===== config.mk =====
export PLATFORM = sky130hd
export DESIGN_NAME = muldiv_unit
export DESIGN_NICKNAME = d
export VERILOG_FILES = /design/src/rtl/muldiv_pkg.sv /design/src/rtl/muldiv_unit.sv
export SDC_FILE = /design/constraint.sdc
export NUM_CORES = 1
export LEC_CHECK = 0
export BUFFER_PORTS_ARGS = -buffer_cell sky130_fd_sc_hd__buf_2
export CAP_MARGIN = 20
export CORE_MARGIN = 5
export CORE_UTILIZATION = 60
export DETAILED_ROUTE_END_ITERATION = 6
export PLACE_DENSITY = 0.84
export SLEW_MARGIN = 20
export SYNTH_ARGS = -nofsm -noshare
export SYNTH_HDL_FRONTEND = slang
export SYNTH_SLANG_ARGS = --single-unit
export TNS_END_PERCENT = 50

===== constraint.sdc =====
create_clock -name clk -period 8.05 [get_ports clk]
set_clock_uncertainty 0.15 [all_clocks]
set_input_delay 0.4025 -clock clk [delete_from_list [all_inputs] [get_ports clk]]
set_output_delay 0.4025 -clock clk [all_outputs]
set_load 0.05 [all_outputs]

===== src/rtl/muldiv_pkg.sv =====
// Shared encodings and operand-classification helpers for the iterative
// RV32M multiply/divide unit.
package muldiv_pkg;

  localparam logic [2:0] OP_MUL    = 3'b000;
  localparam logic [2:0] OP_MULH   = 3'b001;
  localparam logic [2:0] OP_MULHSU = 3'b010;
  localparam logic [2:0] OP_MULHU  = 3'b011;
  localparam logic [2:0] OP_DIV    = 3'b100;
  localparam logic [2:0] OP_DIVU   = 3'b101;
  localparam logic [2:0] OP_REM    = 3'b110;
  localparam logic [2:0] OP_REMU   = 3'b111;

  typedef enum logic [1:0] {
    S_IDLE,
    S_RUN,
    S_FIX,
    S_FAST
  } state_t;

  function automatic logic is_div(input logic [2:0] op);
    return op[2];
  endfunction

  function automatic logic a_signed(input logic [2:0] op);
    return (op == OP_MULH) || (op == OP_MULHSU) || (op == OP_DIV) || (op == OP_REM);
  endfunction

  function automatic logic b_signed(input logic [2:0] op);
    return (op == OP_MULH) || (op == OP_DIV) || (op == OP_REM);
  endfunction

endpackage


===== src/rtl/muldiv_unit.sv =====
// Iterative RV32M multiply/divide: radix-2 shift-add multiply and restoring
// divide on magnitudes, one bit per cycle, with a fast path for divide corners.
module muldiv_unit
  import muldiv_pkg::*;
#(
  parameter int XLEN = 32
) (
  input  logic            clk,
  input  logic            reset,
  input  logic            start,
  input  logic [2:0]      op,
  input  logic [XLEN-1:0] a,
  input  logic [XLEN-1:0] b,
  output logic            busy,
  output logic            done,
  output logic [XLEN-1:0] result,
  output logic            zero
);

  localparam int CW = $clog2(XLEN) + 1;

  state_t            state_q;
  logic [2:0]        op_q;
  logic              sign_q;
  logic [CW-1:0]     cnt_q;
  logic [2*XLEN-1:0] acc_q;
  logic [XLEN-1:0]   opnd_q;
  logic [XLEN-1:0]   result_q;
  logic              busy_q;
  logic              done_q;

  logic              a_neg, b_neg, b_zero, ovf, take_fast, sign_d;
  logic [XLEN-1:0]   a_abs, b_abs, fast_val, fix_val;
  logic [XLEN:0]     mul_sum, rem_sh, diff;
  logic [2*XLEN-1:0] mul_step, div_step, prod;
  logic [XLEN-1:0]   quo, rem;

  always_comb begin
    a_neg     = a_signed(op) & a[XLEN-1];
    b_neg     = b_signed(op) & b[XLEN-1];
    a_abs     = a_neg ? -a : a;
    b_abs     = b_neg ? -b : b;
    b_zero    = (b == '0);
    // Signed overflow: most-negative dividend over -1.
    ovf       = a_signed(op) && (a == {1'b1, {(XLEN-1){1'b0}}}) && (&b);
    take_fast = is_div(op) && (b_zero || ovf);
    if (b_zero) fast_val = op[1] ? a : {XLEN{1'b1}};
    else        fast_val = op[1] ? '0 : a;
    sign_d    = (is_div(op) && op[1]) ? a_neg : (a_neg ^ b_neg);

    mul_sum  = {1'b0, acc_q[2*XLEN-1:XLEN]} + (acc_q[0] ? {1'b0, opnd_q} : '0);
    mul_step = {mul_sum, acc_q[XLEN-1:1]};

    // The remainder bit shifted out is kept so divisors above 2^(XLEN-1) work.
    rem_sh   = acc_q[2*XLEN-1:XLEN-1];
    diff     = rem_sh - {1'b0, opnd_q};
    div_step = diff[XLEN] ? {rem_sh[XLEN-1:0], acc_q[XLEN-2:0], 1'b0}
                          : {diff[XLEN-1:0],   acc_q[XLEN-2:0], 1'b1};

    prod = sign_q ? -acc_q : acc_q;
    quo  = sign_q ? -acc_q[XLEN-1:0] : acc_q[XLEN-1:0];
    rem  = sign_q ? -acc_q[2*XLEN-1:XLEN] : acc_q[2*XLEN-1:XLEN];
    case (op_q)
      OP_MUL:             fix_val = prod[XLEN-1:0];
      OP_DIV, OP_DIVU:    fix_val = quo;
      OP_REM, OP_REMU:    fix_val = rem;
      default:            fix_val = prod[2*XLEN-1:XLEN];
    endcase
  end

  always_ff @(posedge clk or posedge reset) begin
    if (reset) begin
      state_q  <= S_IDLE;
      op_q     <= '0;
      sign_q   <= 1'b0;
      cnt_q    <= '0;
      acc_q    <= '0;
      opnd_q   <= '0;
      result_q <= '0;
      busy_q   <= 1'b0;
      done_q   <= 1'b0;
    end else begin
      done_q <= 1'b0;
      case (state_q)
        S_IDLE: begin
          // A start coinciding with done belongs to the finishing op's window.
          if (start && !done_q) begin
            op_q   <= op;
            sign_q <= sign_d;
            cnt_q  <= '0;
            busy_q <= 1'b1;
            if (take_fast) begin
              acc_q   <= {{XLEN{1'b0}}, fast_val};
              state_q <= S_FAST;
            end else begin
              acc_q   <= {{XLEN{1'b0}}, is_div(op) ? a_abs : b_abs};
              opnd_q  <= is_div(op) ? b_abs : a_abs;
              state_q <= S_RUN;
            end
          end
        end
        S_RUN: begin
          acc_q <= is_div(op_q) ? div_step : mul_step;
          cnt_q <= cnt_q + CW'(1);
          if (cnt_q == CW'(XLEN-1)) state_q <= S_FIX;
        end
        S_FIX: begin
          result_q <= fix_val;
          done_q   <= 1'b1;
          busy_q   <= 1'b0;
          state_q  <= S_IDLE;
        end
        default: begin
          result_q <= acc_q[XLEN-1:0];
          done_q   <= 1'b1;
          busy_q   <= 1'b0;
          state_q  <= S_IDLE;
        end
      endcase
    end
  end

  assign busy   = busy_q;
  assign done   = done_q;
  assign result = result_q;
  assign zero   = (result_q == '0);

endmodule


Yosys cells after proc, flatten, opt, wreduce, memory -nomap -nowiden. Cells that the tools add are included.

Latch bits: 0. Memory bits (read-only): 0. Memories: 0. Output and inout bits: 35. Bits of input ports: 70. Memory bits (writable): 0. Flip-flop bits (word level): 142.

Order comparisons: 0. Reduce and logical (&&, ||, !) cells: 26. Bitwise logic cells: 5. Add/subtract/negate cells: 8. Multipliers: 0. Equality and inequality tests: 14. Multiplexer cells: 28. Div/mod/pow operators: 0. Shift operators: 0.

Operator list (count): $mux W32 (11); $mux W64 (4); $neg A32 Y32 (4); $pmux W64 S2 (1); $pmux W32 S3 (1); $logic_not A32 Y1 (2); $neg A64 Y64 (1); $pmux W32 S2 (1); $add A32 B32 Y33 (1); $sub A33 B32 Y33 (1); $eq A32 B32 Y1 const B (1); $reduce_and A32 Y1 (1); $eq A3 B3 Y1 const B (6); $pmux W6 S2 (1); $reduce_and A2 Y1 (4); $add A6 B1 Y6 const B (1); $eq A6 B5 Y1 const B (1); $logic_or A1 B1 Y1 (6); $mux W2 (3); $mux W6 (1); $reduce_or A2 Y1 (3); $logic_and A1 B1 Y1 (5); $ne A2 B2 Y1 const B (2); $pmux W2 S2 (1); other kinds (14) (18).

Longest topological paths before layout. Gate-level depths: netlist of the first run.

Word-level depth: 11. Gate-level depth with buffers: 14. Gate-level depth less buffers: 13.

Worst setup path before layout of the first run. No wires, ideal clock.

Path type: register to register. From: register acc_q[46]. To: register acc_q[63]. Stages on the path, launching flop included: 13. Setup slack: 4541 ps. Arrival time: 3238 ps. Library setup time: 122 ps. Buffers on the path: 2. Period minus slack after synthesis: 3509 ps. Data required time: 7778 ps. Path through: dfrtp_1 > ha_1 > clkbuf_1 > a21oi_1 > o21ai_0 > or4b_1 > o21ba_2 > o21a_1 > a21o_1 > xor2_2 > buf_2 > nand4_1 > a32o_1.

Word-level cells in the longest chain between the ends: 4. Elaborated cells on any way between the ends: 5.

RTL lines: start: declaration (line muldiv_unit.sv:26) `logic [2*XLEN-1:0] acc_q;`; start signal: assignment (line muldiv_unit.sv:93) `acc_q <= {{XLEN{1'b0}}, fast_val};`; start signal: assignment (line muldiv_unit.sv:96) `acc_q <= {{XLEN{1'b0}}, is_div(op) ? a_abs : b_abs};`; start signal: assignment (line muldiv_unit.sv:103) `acc_q <= is_div(op_q) ? div_step : mul_step;`; $sub A33 B32 Y33 (line muldiv_unit.sv:56) `diff = rem_sh - {1'b0, opnd_q};`; $mux W64 (line muldiv_unit.sv:57) `div_step = diff[XLEN] ? {rem_sh[XLEN-1:0], acc_q[XLEN-2:0], 1'b0}`; $mux W64 * (line muldiv_unit.sv:103); $pmux W64 S2 * (line muldiv_unit.sv:84) `case (state_q)`.

Mark *: on every way between the ends. The rest lies on a longest branch, timed or not. A chain may end at the register's enable or synchronous reset.

Final worst setup path of the first run.
From: register acc_q[46]. To: register acc_q[32].

Word-level cells in the longest chain between the ends: 4.

RTL lines (line): $sub A33 B32 Y33 (muldiv_unit.sv:56); $mux W64 (muldiv_unit.sv:57); $mux W64 (muldiv_unit.sv:103); $pmux W64 S2 (muldiv_unit.sv:84).

No other way between the ends.

==> reports/metrics.yaml, run 1 <==
run_status: "finished with violations"
violations: "hold timing"
synth_area_leaders: "dfrtp_1 (24%), ha_1 (5.8%), a21oi_1 (5.8%)"
ant_nets: 0
ys.flop_type: "dfrtp_1"
wirelength_um: 57700
yosys_warnings: 0
syn_area_per_cell_um2: 7.62
dieArea_mm2: 0.0284
maxCapViolations: 0
syn_to_final_growth_pct: 7.99
synth_compound_area_share_pct: 29.9
path_class: "register to register"
port-buffer-count: 104
max-slew-margin-rel_pct: 32.1
fin_nets: 2127
p_clk_share_pct: 10.4
track_usage_pct: 39.6
drc: 0
period_needed_ps: 4080
clk_latency_ps: 450
initial_core_util_pct: 60.4
p_leak_nw: 6.89
grt_setup_unrepaired: "no"
final_core_util_pct: 65.2
muxShareOfSynthArea_pct: 6.20
synth-simple-area-share_pct: 19.4
p_int_w: 0.00367
period_share_pct: 50.7
drive_above_1_share_pct: 10.7
fillCellCount: 2225
worstPathArrival_ps: 4270
power_frac_seq_pct: 21.6
gr-total-overflow: 0
synth_cells: 1980
avgViaCountPerCell: 7.00
root_buffer: "clkbuf_16"
syn_nets: 2122
p_comb_share_pct: 68.0
rows: 58
synth-adder-area-share_pct: 6.07
multiInputGateArea_mm2: 0.0107
layout_commonest_cell: "a21oi_1"
setup_viol: 0
yosys.area.top_type: "dfrtp_1"
cts_tree: "built"
powerDensity_mw_per_mm2: 507
synth_cell_types: 84
register_area_mm2: 0.00356
ys_ff_latch: 142
io_pins: 105
antenna_cells: 0
peakVddDrop_uv: 266
hpwl_um: 43300
synth_edf_count: 0
grt_pass1_wl_um: 88300
final-hold-violation-count: 43
grt_pass1_vias: 15109
antenna_found_initial: 1
fin_hold_ws_ps: -32.5
synth_xor_xnor_area_share_pct: 8.93
drt_first_pass_iters: 7
core_mm2: 0.0250
htreeDepth: 4
synth_top_area_share_pct: 23.6
finalSetupTns_ps: 0
crit_path_max_fanout: 36
min_path_type: "input port to asynchronous set/reset pin"
worstSetupEndpointType: "register"
cts_resized: 0
synth_top_family_by_area: "compound AO/OA/AOI/OAI gates"
die_h_um: 169
drt-initial-drc-count: 2649
grt_start_max_net_pins: 87
netSwitchingFraction_pct: 55.5
numCtsBuffers: 17
path_clk_slew_ps: 80
syn_area_mm2: 0.0151
clockBufferDepth: 2
detail_route.wl_per_cell_um: 24.8
slew_violations: 0
final_cell_mix: "a21oi_1 (174), o21ai_0 (173), nor2_1 (163), nand2_1 (153), dfrtp_1 (140)"
fmax_mhz: 245
die-width_um: 169
crit_required_ps: 8240
routed-via-count: 16295
clock-sinks: 142
critPathLaunchType: "register"
p_switching_w: 0.00458
hold_buffers: 0
async_reset_ff_share_pct: 100
yosysSeqAreaShare_pct: 23.6
worst_slew_pin_slew_ps: 1020
globalplace.congestion: 1.10
post_cts_buffers: 0
==> per-layer routing <==
layer | global-route usage (%) | up-vias | wire length [um]
met2 | 59.9 | 1168 | 24800
met5 | 0 | - | 17
met1 | 54.5 | 7590 | 22800
met3 | 6.17 | 211 | 6280
met4 | 21.4 | 2 | 3800
li1 | - | 7324 | -
==> cell families after synthesis <==
group                      Yosys count
AOI/OAI and AO/OA                  700
and+or+nand+nor                    592
buffers and inverters              229
xor gates and xnor gates           153
DFF                                142
muxes                               92
adders and majority gates           72
==> through the flow <==
| stage | instances | total power, W | worst slack, ps | instance area, um^2 |
|---|---|---|---|---|
| finish | 2328 | 0.00825 | 3970 | 16300 |
| global route | 2328 | 0.00874 | 3820 | 16300 |
| CTS | 2328 | 0.00804 | 4070 | 16300 |
| detailed placement | 2296 | 0.00715 | 3930 | 15700 |
| global placement | 2296 | 0.00701 | 3960 | 15700 |
| floorplan | 1980 | 0.00571 | 3690 | 15100 |
==> power groups by stage <==
| stage | combinational, W | sequential (W) | clock [W] |
|---|---|---|---|
| 2_1_floorplan | 0.00408 | 0.00163 | 0 |
| 3_3_place_gp | 0.00529 | 0.00172 | 0 |
| 3_5_place_dp | 0.00541 | 0.00174 | 0 |
| 4_1_cts | 0.00546 | 0.00173 | 0.000852 |
| 5_1_grt | 0.00605 | 0.00180 | 0.000883 |
| 6_report | 0.00561 | 0.00178 | 0.000856 |
==> critical path, stage by stage, from the launching register on <==
cell and delay (ps):
dfrtp_1 520, ha_1 460, a21oi_1 180, o21ai_0 180, or4b_1 540, o21ba_2 260, o21a_1 210, a21o_1 200
xor2_4 130, buf_4 500, mux2_2 410, o221ai_1 200
==> cell type report <==
cell class                 instances  area share, %
timing repair buffer             130           4.39
tap                              330           2.53
inverter                          85           1.99
sequential                       142           21.8
clock buffer                      17           2.61
multi-input combinational       1609           65.4
clock inverter                    15           1.19
==> final timing paths <==
check                           startpoint   endpoint  slack, ps  cells past startpoint
worst max-delay path             acc_q[46]  acc_q[32]       3970                     11
worst min-delay path                 reset  result[7]        -30                      2
worst max register to register   acc_q[46]  acc_q[32]       3970                     11
worst min register to register    cnt_q[5]   cnt_q[5]        320                      1
max in group asynchronous            reset     sign_q       6400                      3
min in group clk                     op[0]    op_q[0]        140                      3
==> state kept, by name (all words and copies together), names as in the netlist <==
signal	cells
result	32
busy	1
sign_q	1
state_q	2
done	1
opnd_q	32
op_q	3
cnt_q	6
acc_q	64
==> cell usage after synthesis, drive strengths merged, types with 5 or more instances <==
master / n
a211oi: 20
a21boi: 13
a21o: 37
a21oi: 175
a221o: 5
a221oi: 6
a22oi: 25
a311oi: 5
a31oi: 34
a32oi: 8
and2: 10
and3: 16
buf: 31
clkbuf: 113
dfrtp: 142
ha: 70
inv: 85
mux2: 11
mux2i: 81
nand2: 154
nand2b: 23
nand3: 42
nand3b: 5
nand4: 19
nor2: 166
nor2b: 14
nor3: 41
nor4: 24
o211ai: 14
o21a: 12
o21ai: 182
o21bai: 10
o221ai: 28
o22ai: 28
o2bb2ai: 6
o31a: 8
o31ai: 46
o41ai: 19
or2: 9
or3: 40
or4: 16
xnor2: 90
xor2: 63
No activity file was read; power rests on OpenSTA's default activity.
==> inputs of run 2 (changes only) <==
Settings changed: ABC_AREA from default to 1, CORE_UTILIZATION 60 to 58.
Clock period 8.05 ns to 3.4 ns, I/O delays scaled along.
==> run 2 against run 1 <==
Compared with the run above: the run ends with DRC left; sequential share of layout area fell by 4.6 points; power increased to 2.8 times the previous value; critical path depth rose by 5; synthesized cell count grew 75%; largest cell class unchanged; largest power group unchanged; register-to-register slack lost 3700 ps.
==> reports/metrics.yaml, run 2 <==
grt_pass1_vias: 21059  # +39%
crit_required_ps: 3590  # -4650 ps
syn_to_final_growth_pct: 8.50
yosysSeqAreaShare_pct: 18.6  # -4.9 points
core_mm2: 0.0325  # +30%
p_switching_w: 0.0143  # +210%
slew_violations: 0  # unchanged
register_area_mm2: 0.00356  # unchanged
worstSetupEndpointType: "register"
largest_reg_flops: 64  # unchanged
io_pins: 105  # unchanged
holdPathStages: 5
run_status: "finished with violations"
path_cells: "dlygate4sd3_1 -> buf_2 -> inv_1 -> ha_1 -> nand3_2 -> nor2_4 -> nand3_2 -> nor2_2 -> nand3_2 -> nand2_4 -> nand2_4 -> nand2_1 -> inv_4 -> nor2_1 -> a31oi_1 -> dlygate4sd3_1"
finalSetupTns_ps: 0  # unchanged
drive_above_1_share_pct: 8.43  # -2.3 points
clockBufferDepth: 2  # unchanged
p_int_w: 0.00869  # +140%
die_h_um: 191  # +13%
grt_start_max_net_pins: 70  # -20%
max-slew-margin-rel_pct: 37.9  # +5.9 points
syn_area_mm2: 0.0191  # +26%
hold_start: "b[24]"
p_comb_share_pct: 75.2  # +7.2 points
antenna_cells: 0  # unchanged
p_leak_nw: 11.1  # +61%
dieArea_mm2: 0.0366  # +29%
path_clk_slew_ps: 70  # about the same
syn_area_per_cell_um2: 5.49  # -28%
wirelength_um: 78500  # +36%
clk_latency_ps: 460  # about the same
fin_nets: 3687  # +73%
critPathSlowestCell: "dlygate4sd3_1"
synth.top_cells.by_count: "nand2_1 (1164), inv_1 (443), nor2_1 (427)"
ant_nets: 0  # unchanged
min_path_type: "input port to register"
worstPathArrival_ps: 3320  # -950 ps
netSwitchingFraction_pct: 62.3  # +6.8 points
gr-total-overflow: 0  # unchanged
yosys.area.top_type: "nand2_1"
rows: 66  # +14%
period_needed_ps: 3130
setup_viol: 0  # unchanged
track_usage_pct: 42.2  # +2.6 points
fmax_mhz: 319
async_reset_ff_share_pct: 100  # unchanged
detail_route.wl_per_cell_um: 19.6  # -21%
yosys_warnings: 0  # unchanged
avgViaCountPerCell: 5.94  # -15%
die-width_um: 191  # +13%
synth_cells: 3474  # +75%
synth_edf_count: 0  # unchanged
p_clk_share_pct: 8.3  # -2.1 points
htreeDepth: 4  # unchanged
drt-initial-drc-count: 3457  # +31%
hold_end: "opnd_q[24]"
finalPower_w: 0.0230  # +180%
worstReg2RegStart: "acc_q[31]"
path_class: "input port to register"
drt_first_pass_iters: 7  # unchanged
period_share_pct: 92.2
syn_nets: 3616  # +70%
rrSetupSlack_ps: 310  # -3660 ps
critPathLaunchType: "input port"
power_frac_seq_pct: 16.5  # -5.1 points
final_cell_mix: "nand2_1 (1164), inv_1 (441), nor2_1 (425), nand3_1 (370), a21oi_1 (203)"
initial_core_util_pct: 58.7  # -1.7 points
synth_top_area_share_pct: 22.9  # -0.63 points
final-hold-violation-count: 0  # -100%
layout_commonest_cell: "nand2_1"
multiInputGateArea_mm2: 0.0132  # +23%
routed-via-count: 23754  # +46%
worst_slew_pin_slew_ps: 930  # -89.4 ps
globalplace.congestion: 1.10  # +0.78%
powerDensity_mw_per_mm2: 1110  # +120%
fin_hold_ws_ps: 19.0  # +51.5 ps
ys_ff_latch: 142  # unchanged
root_buffer: "clkbuf_16"
grt_setup_unrepaired: "no"
maxCapViolations: 0  # unchanged
numCtsBuffers: 17  # unchanged
port-buffer-count: 104  # unchanged
synthMostInstantiatedCell: "nand2_1"
grt_pass1_wl_um: 120000  # +36%
critPathMaxStageDelay_ps: 580  # +40 ps
hpwl_um: 62600  # +44%
top_register: "acc_q"
final_core_util_pct: 63.7  # -1.5 points
cp_common_cell: "nand3_2"
fillCellCount: 3343  # +50%
drc: 1  # +1
antenna_found_initial: 0  # -1
violations: "DRC"
crit_path_max_fanout: 64  # +78%
peakVddDrop_uv: 1160  # +330%
clock-sinks: 142  # unchanged
ys.flop_type: "dfrtp_1"
synth_cell_types: 58  # -31%
synth_area_leaders: "nand2_1 (23%), dfrtp_1 (19%), nand3_1 (9.7%)"
r2r_cells: 17  # +6
post_cts_buffers: 0  # unchanged
rr_endpoint: "acc_q[43]"
cts_tree: "built"
-- run 2: changes by cell type in the layout (fill, tap and decap cells not counted), sizes merged, moves of 35 or more --
cell,delta
a21o,-35
a21oi,+35
inv,+372
mux2i,-81
nand2,+1026
nand3,+346
nor2,+288
o31ai,-44
or3,-40
xnor2,-74
-- run 2: per-layer routing --
metal  global-route usage (%)  vias to the layer above  wire, um
met5                        0                        -         0
met4                     19.8                        0      4650
met3                     10.8                      260     10600
met2                     60.4                     1583     31600
met1                     59.4                    10667     31700
li1                         -                    11244         -
-- run 2: worst max-delay path, delay by kind of cell --
family,cells,cell delay [ps]
fa+ha+maj,1,190
buf+inv,5,1560
simple gates,9,1340
compound gates,1,60
-- run 2: kinds of logic after synthesis --
kind of cell               Yosys count  share of synthesized area, %
AOI/OAI and AO/OA                  495                          14.1
adders and majority gates           72                          4.81
and+or+nand+nor                   2126                          47.5
buffers and inverters              583                          12.4
xor gates and xnor gates            56                          2.57
DFF                                142                          18.6
-- run 2: layout make-up --
| cell class | instances | share of cell area (%) |
|---|---|---|
| clock inverter | 14 | 0.708 |
| clock buffer | 18 | 2.12 |
| timing repair buffer | 172 | 5.20 |
| multi-input combinational | 2749 | 63.6 |
| tap | 442 | 2.67 |
| inverter | 463 | 8.46 |
| sequential | 142 | 17.2 |
-- run 2: repair_timing --
item                       CTS  global route
hold buffers                 8             0
hold endpoints to repair   147             0
resized for setup            0             2
setup endpoints to repair    0             1
-- run 2: through the flow --
| stage | instances | setup slack (ps) | instance area (um^2) |
|---|---|---|---|
| global placement | 3960 | 447 | 20000 |
| finish | 4000 | 265 | 20700 |
| CTS | 4000 | 139 | 20700 |
| floorplan | 3474 | 447 | 19100 |
| detailed placement | 3960 | 370 | 20000 |
| global route | 4000 | 48.0 | 20700 |
-- run 2: how the worst max path moves through the flow --
stage,from,endpoint,slack (ps)
floorplan,result[4],zero,450
finish,a[0],opnd_q[0],270
global placement,acc_q[31],acc_q[49],450
global route,a[0],opnd_q[0],50
CTS,a[0],opnd_q[0],140
detailed placement,acc_q[31],acc_q[56],370
-- run 2: power groups by stage --
stage / combinational (W) / sequential (W) / clock (W)
after floorplan: 0.0113 / 0.00399 / 0
after global placement: 0.0164 / 0.00371 / 0
after detailed placement: 0.0165 / 0.00372 / 0
after CTS: 0.0166 / 0.00370 / 0.00191
after global routing: 0.0189 / 0.00385 / 0.00197
final: 0.0173 / 0.00380 / 0.00192
